### config.mk
export PLATFORM = sky130hd
export DESIGN_NAME = pc_redirect_unit
export DESIGN_NICKNAME = d
export VERILOG_FILES = /design/src/rtl/pc_redirect_unit.sv
export SDC_FILE = /design/constraint.sdc
export NUM_CORES = 1
export LEC_CHECK = 0
export ABC_CLOCK_PERIOD_IN_PS = 4650
export CAP_MARGIN = 0
export CORE_UTILIZATION = 52
export DETAILED_ROUTE_END_ITERATION = 7
export GPL_ROUTABILITY_DRIVEN = 0
export PLACE_DENSITY_LB_ADDON = 0.15
export SLEW_MARGIN = 5
export SYNTH_ARGS = -nofsm -noshare
export SYNTH_HDL_FRONTEND = slang
export SYNTH_SLANG_ARGS = --single-unit
### constraint.sdc
create_clock -name clk -period 4.65 [get_ports clk]
set_clock_uncertainty 0.15 [all_clocks]
set_input_delay 0.6975 -clock clk [delete_from_list [all_inputs] [get_ports clk]]
set_output_delay 0.6975 -clock clk [all_outputs]
set_load 0.05 [all_outputs]
### src/rtl/pc_redirect_unit.sv
// pc_redirect_unit: fetch PC register with branch/jump redirect, wrong-path flush, misalign flag and redirect counter
module pc_redirect_unit #(
    parameter int              XLEN         = 32,
    parameter logic [XLEN-1:0] RESET_PC     = '0,
    parameter int              FLUSH_CYCLES = 2,
    parameter int              CNT_W        = 16
) (
    input  logic             clk,
    input  logic             rst_n,
    input  logic             ExValid,
    input  logic             PCASrc,
    input  logic             PCBSrc,
    input  logic [XLEN-1:0]  ExPC,
    input  logic [XLEN-1:0]  ExImm,
    input  logic [XLEN-1:0]  ExRs1,
    input  logic             Stall,
    output logic [XLEN-1:0]  PC,
    output logic             IFFlush,
    output logic             IDFlush,
    output logic             Redirect,
    output logic             MisalignErr,
    output logic [CNT_W-1:0] RedirectCnt
);
    typedef enum logic {IDLE, FLUSH} state_t;
    localparam logic [XLEN-1:0] FOUR = XLEN'(4);
    state_t state;
    logic [1:0] flush_cnt;
    logic [XLEN-1:0] sum, tgt;
    logic take;
    always_comb begin
        sum  = (PCASrc ? ExImm : FOUR) + (PCBSrc ? ExRs1 : ExPC);
        tgt  = {sum[XLEN-1:1], sum[0] & ~PCBSrc};
        take = ExValid & (PCASrc | PCBSrc) & (state == IDLE);
    end
    assign IDFlush = IFFlush;
    always_ff @(posedge clk or negedge rst_n) begin
        if (!rst_n) begin
            state       <= IDLE;
            flush_cnt   <= '0;
            PC          <= RESET_PC;
            IFFlush     <= 1'b0;
            Redirect    <= 1'b0;
            MisalignErr <= 1'b0;
            RedirectCnt <= '0;
        end else begin
            PC       <= take ? tgt : Stall ? PC : PC + FOUR;
            Redirect <= take;
            IFFlush  <= (state == IDLE) ? take : (flush_cnt != 2'd0);
            if (take && tgt[1])
                MisalignErr <= 1'b1;
            if (take && RedirectCnt != '1)
                RedirectCnt <= RedirectCnt + 1'b1;
            if (state == IDLE) begin
                if (take) begin
                    state     <= FLUSH;
                    flush_cnt <= 2'(FLUSH_CYCLES - 1);
                end
            end else if (flush_cnt == 2'd0)
                state <= IDLE;
            else
                flush_cnt <= flush_cnt - 2'd1;
        end
    end
endmodule
# Word level (Yosys, flattened, before mapping)
# Index checks and enable logic that the tools add are counted.
[word_totals]
mem_count = 0
ff_bits = 54
in_bits = 102
wordCells = 37
mem_bits_rw = 0
rom_bits = 0
latch_bits = 0
output_inout_bits = 52
[classes]
div_mod_pow = 0
eq_ne = 3
n_reduce_logical = 6
addsub = 4
n_lt_le_gt_ge = 0
n_shift = 0
n_mux = 11
bitwise_logic = 6
n_mul = 0
[ops]
columns = ["op", "n"]
rows = [
  ["two-way mux 32 bit", 4],
  ["adder 32 x 3 -> 32 bit (second input constant)", 1],
  ["adder 32 bit", 1],
  ["adder 16 x 1 -> 16 bit (second input constant)", 1],
  ["!= test 16 bit (second input constant)", 1],
  ["two-way mux 2 bit", 3],
  ["two-way mux 1 bit", 4],
  ["nonzero test 2 bit", 2],
  ["AND 1 bit", 3],
  ["logical AND 1 bit", 2],
  ["zero test 2 bit", 1],
  ["!= test 2 x 1 -> 1 bit (second input constant)", 1],
  ["!= test 2 bit (second input constant)", 1],
  ["inverter 1 bit", 2],
  ["AND reduction 2 bit", 1],
  ["subtractor 2 x 1 -> 2 bit (second input constant)", 1],
  ["OR 1 bit", 1],
]

# Longest topological paths before layout
[logic_depth]
depth_word = 5
ltp_mapped = 13

# Least setup slack after synthesis
# OpenSTA, ideal clock, no wires.
[synth_path]
path_type = "input to register"
start = "input PCBSrc"
end = "register PC[30]"
n_path_buf = 2
slack_ns = 0.857
arrival_ns = 3.558
stages = 11
t_required_ns = 4.414
setup_time_ns = 0.086
cell_sequence = "clkbuf_1 clkbuf_1 mux2_2 ha_1 a21oi_2 nor3b_2 a2111oi_2 o31ai_4 a31oi_4 or4b_1 a32oi_1"
[synth_via]
elab_chain_len = 4
elab_cells_between_ends = 7
classes_between = "add/sub: 1; eq/ne: 1; mux: 2; bitwise: 3"
[synth_rtl]
columns = ["item", "line_no", "rtl"]
rows = [
  ["from (decl)", "12", "input logic PCBSrc,"],
  ["parallel branches: the longest is 4 deep, another holds adder 32 bit", "-", ""],
  ["to (signal assigned)", "46", "PC <= take ? tgt : Stall ? PC : PC + FOUR;"],
  ["to (decl)", "17", "output logic [XLEN-1:0] PC,"],
]
# Several ways; the timed one is not identified.
# A chain may end at the register's enable or synchronous reset.

# Final worst setup path
# Ends and elaborated chain as after synthesis.

==> results.toml <==
[status]
run_status = "finished, final reports clean"

[route]
remaining_drc_errors = 0
wl_um = 13000
routed_wire_length_per_instance_um = 15.7
viasPerCell = 5.78
final_antenna_net_count = 0
drt_iter0_markers = 188
num_vias = 4774
dr.pass1.iters = 4

[die]
placeableCoreArea_sq_um = 8890
die_height_um = 98.8
dieArea_sq_um = 9750
initial_standard_cell_utilization_of_the_core = 0.548
pin_count = 154
floorplan.die.width_um = 98.8
row_count = 34

[logic_synthesis]
ys_warn_count = 0
post_synth_instance_area_sq_um = 4870
synth_top_flop_cell = "sky130_fd_sc_hd__dfrtp_1"
synth_largest_type_area_fraction = 0.272
syn_inst = 576
netlist_top_cells_count = "sky130_fd_sc_hd__nand2_1 (61), sky130_fd_sc_hd__dfrtp_1 (53), sky130_fd_sc_hd__xnor2_1 (42)"
asyncSetResetFlopFracSynth = 1.00
synthTopCellsByArea = "sky130_fd_sc_hd__dfrtp_1 (27%), sky130_fd_sc_hd__ha_1 (8.7%), sky130_fd_sc_hd__xnor2_1 (7.6%)"
synthMostInstantiatedCell = "sky130_fd_sc_hd__nand2_1"
synth_fp_nets = 713
synth-edff-count = 0
synth.yosys.seq_area_share = 0.272
synth_cell_types = 54
yosys.area.top_type = "sky130_fd_sc_hd__dfrtp_1"
postSynthAreaPerCell_sq_um = 8.45
seq_cells_post_synth = 53

[placement]
numPlacedInstances = 819
place_worst_setup_slack_ps = 367
port-buffer-count = 153
placedInstanceArea_sq_um = 6480
detailed_place_hpwl_um = 10700

[setup_path]
reg2reg_depth = 9
critical_path_arrival_ps = 4060
worst-path-max-fanout = 17
cp_cell_sequence = "clkdlybuf4s50_1, buf_4, mux2_2, ha_1, a21oi_2, nor3b_2, a2111oi_2, o31ai_4, a31oi_4, or4b_1, a32oi_1"
critical-path-slowest-cell = "sky130_fd_sc_hd__clkdlybuf4s50_1"
worst-setup-path-type = "in2reg"
biggest_cell_delay_along_the_critical_path_ps = 540
worst-endpoint-required_ps = 4730
endpoint_kind = "flop"
crit_path_start_kind = "input pin"

[global_route]
globalRoute.totalOverflow = 0
first_global_vias = 4660
antenna_found_initial = 0
grt_start_max_net_pins = 54
grt_util_all_layers = 0.274
grt_pass1_wl_um = 21900

[sta]
holdWs_ps = 342
finalCritPeriodShare = 0.858
hold_viol = 0
setup-tns-final_ps = 0
finalWorstSetupSlack_ps = 661
slew-limit-headroom = 0.519
max_slew.worst_pin.slew_ps = 718
rsz_0062_raised_after_global_routing = "no"
setup_viol = 0
timing.fmax_mhz = 251
min_tclk_post_route_ps = 3990
final-max-slew-violation-count = 0

[clock_network]
cts_repair_resize_count = 0
cts_tree = "yes"
cts.root.buffer_cell = "sky130_fd_sc_hd__clkbuf_8"
numClockSinks = 53
cts_setup_buffers = 0
clkLatencyLatePin_ps = 300
clk_pin_slew_worst_paths_ps = 90
clk_path_buf_depth = 2
cts_made_buffers = 5
cts-htree-levels = 2
cts_hold_buf = 0

[cells_and_area]
fin_nets = 855
final_cell_count_no_fill = 826
area_growth_pct = 34.9
finalInstanceArea_sq_um = 6570
layout-drive-gt1-share = 0.0752
finish.utilization = 0.739
antennaDiodeCount = 0

[run]
maxCapViolations = 0

[pwr]
vdd.ir_drop.worst_uv = 279
power.density_nw_per_um2 = 437
power.leakage_nw = 2.77
fin_total_pwr_mw = 2.87

[min_path]
hold_wc_path_type = "reg2reg"
worst_hold_path.num_cells = 1
sequential cells by signal, indices dropped and copies added, names as in the netlist:
register / flops
flush_cnt: 2
RedirectCnt: 16
MisalignErr: 1
Redirect: 1
IDFlush: 1
PC: 32
layout by cell type, fill, tap and decap left out, types with 3 or more instances in the layout:
cell type                         count
sky130_fd_sc_hd__mux2_2              31
sky130_fd_sc_hd__nor4_1               4
sky130_fd_sc_hd__a211o_1              3
sky130_fd_sc_hd__o2111ai_1            3
sky130_fd_sc_hd__xnor2_1             42
sky130_fd_sc_hd__buf_4                6
sky130_fd_sc_hd__a21oi_1             37
sky130_fd_sc_hd__clkdlybuf4s50_1    152
sky130_fd_sc_hd__and3_1              10
sky130_fd_sc_hd__nand2_1             61
sky130_fd_sc_hd__nand4_1             15
sky130_fd_sc_hd__and2_1              33
sky130_fd_sc_hd__and4_1               3
sky130_fd_sc_hd__nor2_1              26
sky130_fd_sc_hd__a31oi_1              8
sky130_fd_sc_hd__nand3_1             25
sky130_fd_sc_hd__o21ai_1              8
sky130_fd_sc_hd__ha_1                34
sky130_fd_sc_hd__xor2_1              30
sky130_fd_sc_hd__a211oi_1             4
sky130_fd_sc_hd__o21ai_0             37
sky130_fd_sc_hd__clkbuf_8             6
sky130_fd_sc_hd__o211ai_1             3
sky130_fd_sc_hd__inv_1               12
sky130_fd_sc_hd__a21o_1              13
sky130_fd_sc_hd__nor3_1              11
sky130_fd_sc_hd__dfrtp_1             53
sky130_fd_sc_hd__mux2i_1              4
sky130_fd_sc_hd__nor2b_1              9
sky130_fd_sc_hd__nand2b_1             9
cells by family after synthesis:
kind of cell,Yosys count,share of synthesized area
AND/OR/NAND/NOR,214,0.226
AO/OA/AOI/OAI,131,0.171
XOR/XNOR,72,0.130
flip-flops,53,0.272
buffers and inverters,36,0.0290
multiplexers,35,0.0799
adder cells (fa/ha/maj),35,0.0915
final timing paths:
kind                                     start              to  slack [ps]
worst max-delay path                    PCBSrc          PC[30]         660
worst min-delay path            RedirectCnt[5]  RedirectCnt[5]         340
worst max register to register           PC[2]          PC[18]        2180
worst min register to register  RedirectCnt[5]  RedirectCnt[5]         340
max in group asynchronous                rst_n  RedirectCnt[4]        3570
min in group asynchronous                rst_n  RedirectCnt[8]         350
per-layer routing:
metal  vias to the layer above  GRT usage  share of wire
li1                       2338          -              -
met2                       185      0.485           0.50
met1                      2240      0.366           0.44
met4                         0     0.0597         0.0099
met5                         -          0              0
met3                        11     0.0199          0.047
worst max-delay path, delay by kind of cell:
family	cells	cell delay [ps]
adder cells (fa/ha/maj)	1	360
buffers and inverters	2	830
multiplexers	1	370
AO/OA/AOI/OAI	5	970
AND/OR/NAND/NOR	2	810
power breakdown:
part	internal (mW)	leakage, nW	switching [mW]
sequential	0.633	0.660	0.216
clock	0.118	0.0433	0.142
combinational	0.672	2.07	1.09
area by class of cell:
cell class              instances  area [sq um]
repair buffers                159          1570
clock buffers                   6          82.6
multi-input cells             487          3400
clock inverters                 1          7.51
fillers                       697          2320
inverters                      12          45.0
flip-flops and latches         53          1330
well taps                     108           135
(Power assumes the default switching activity.)
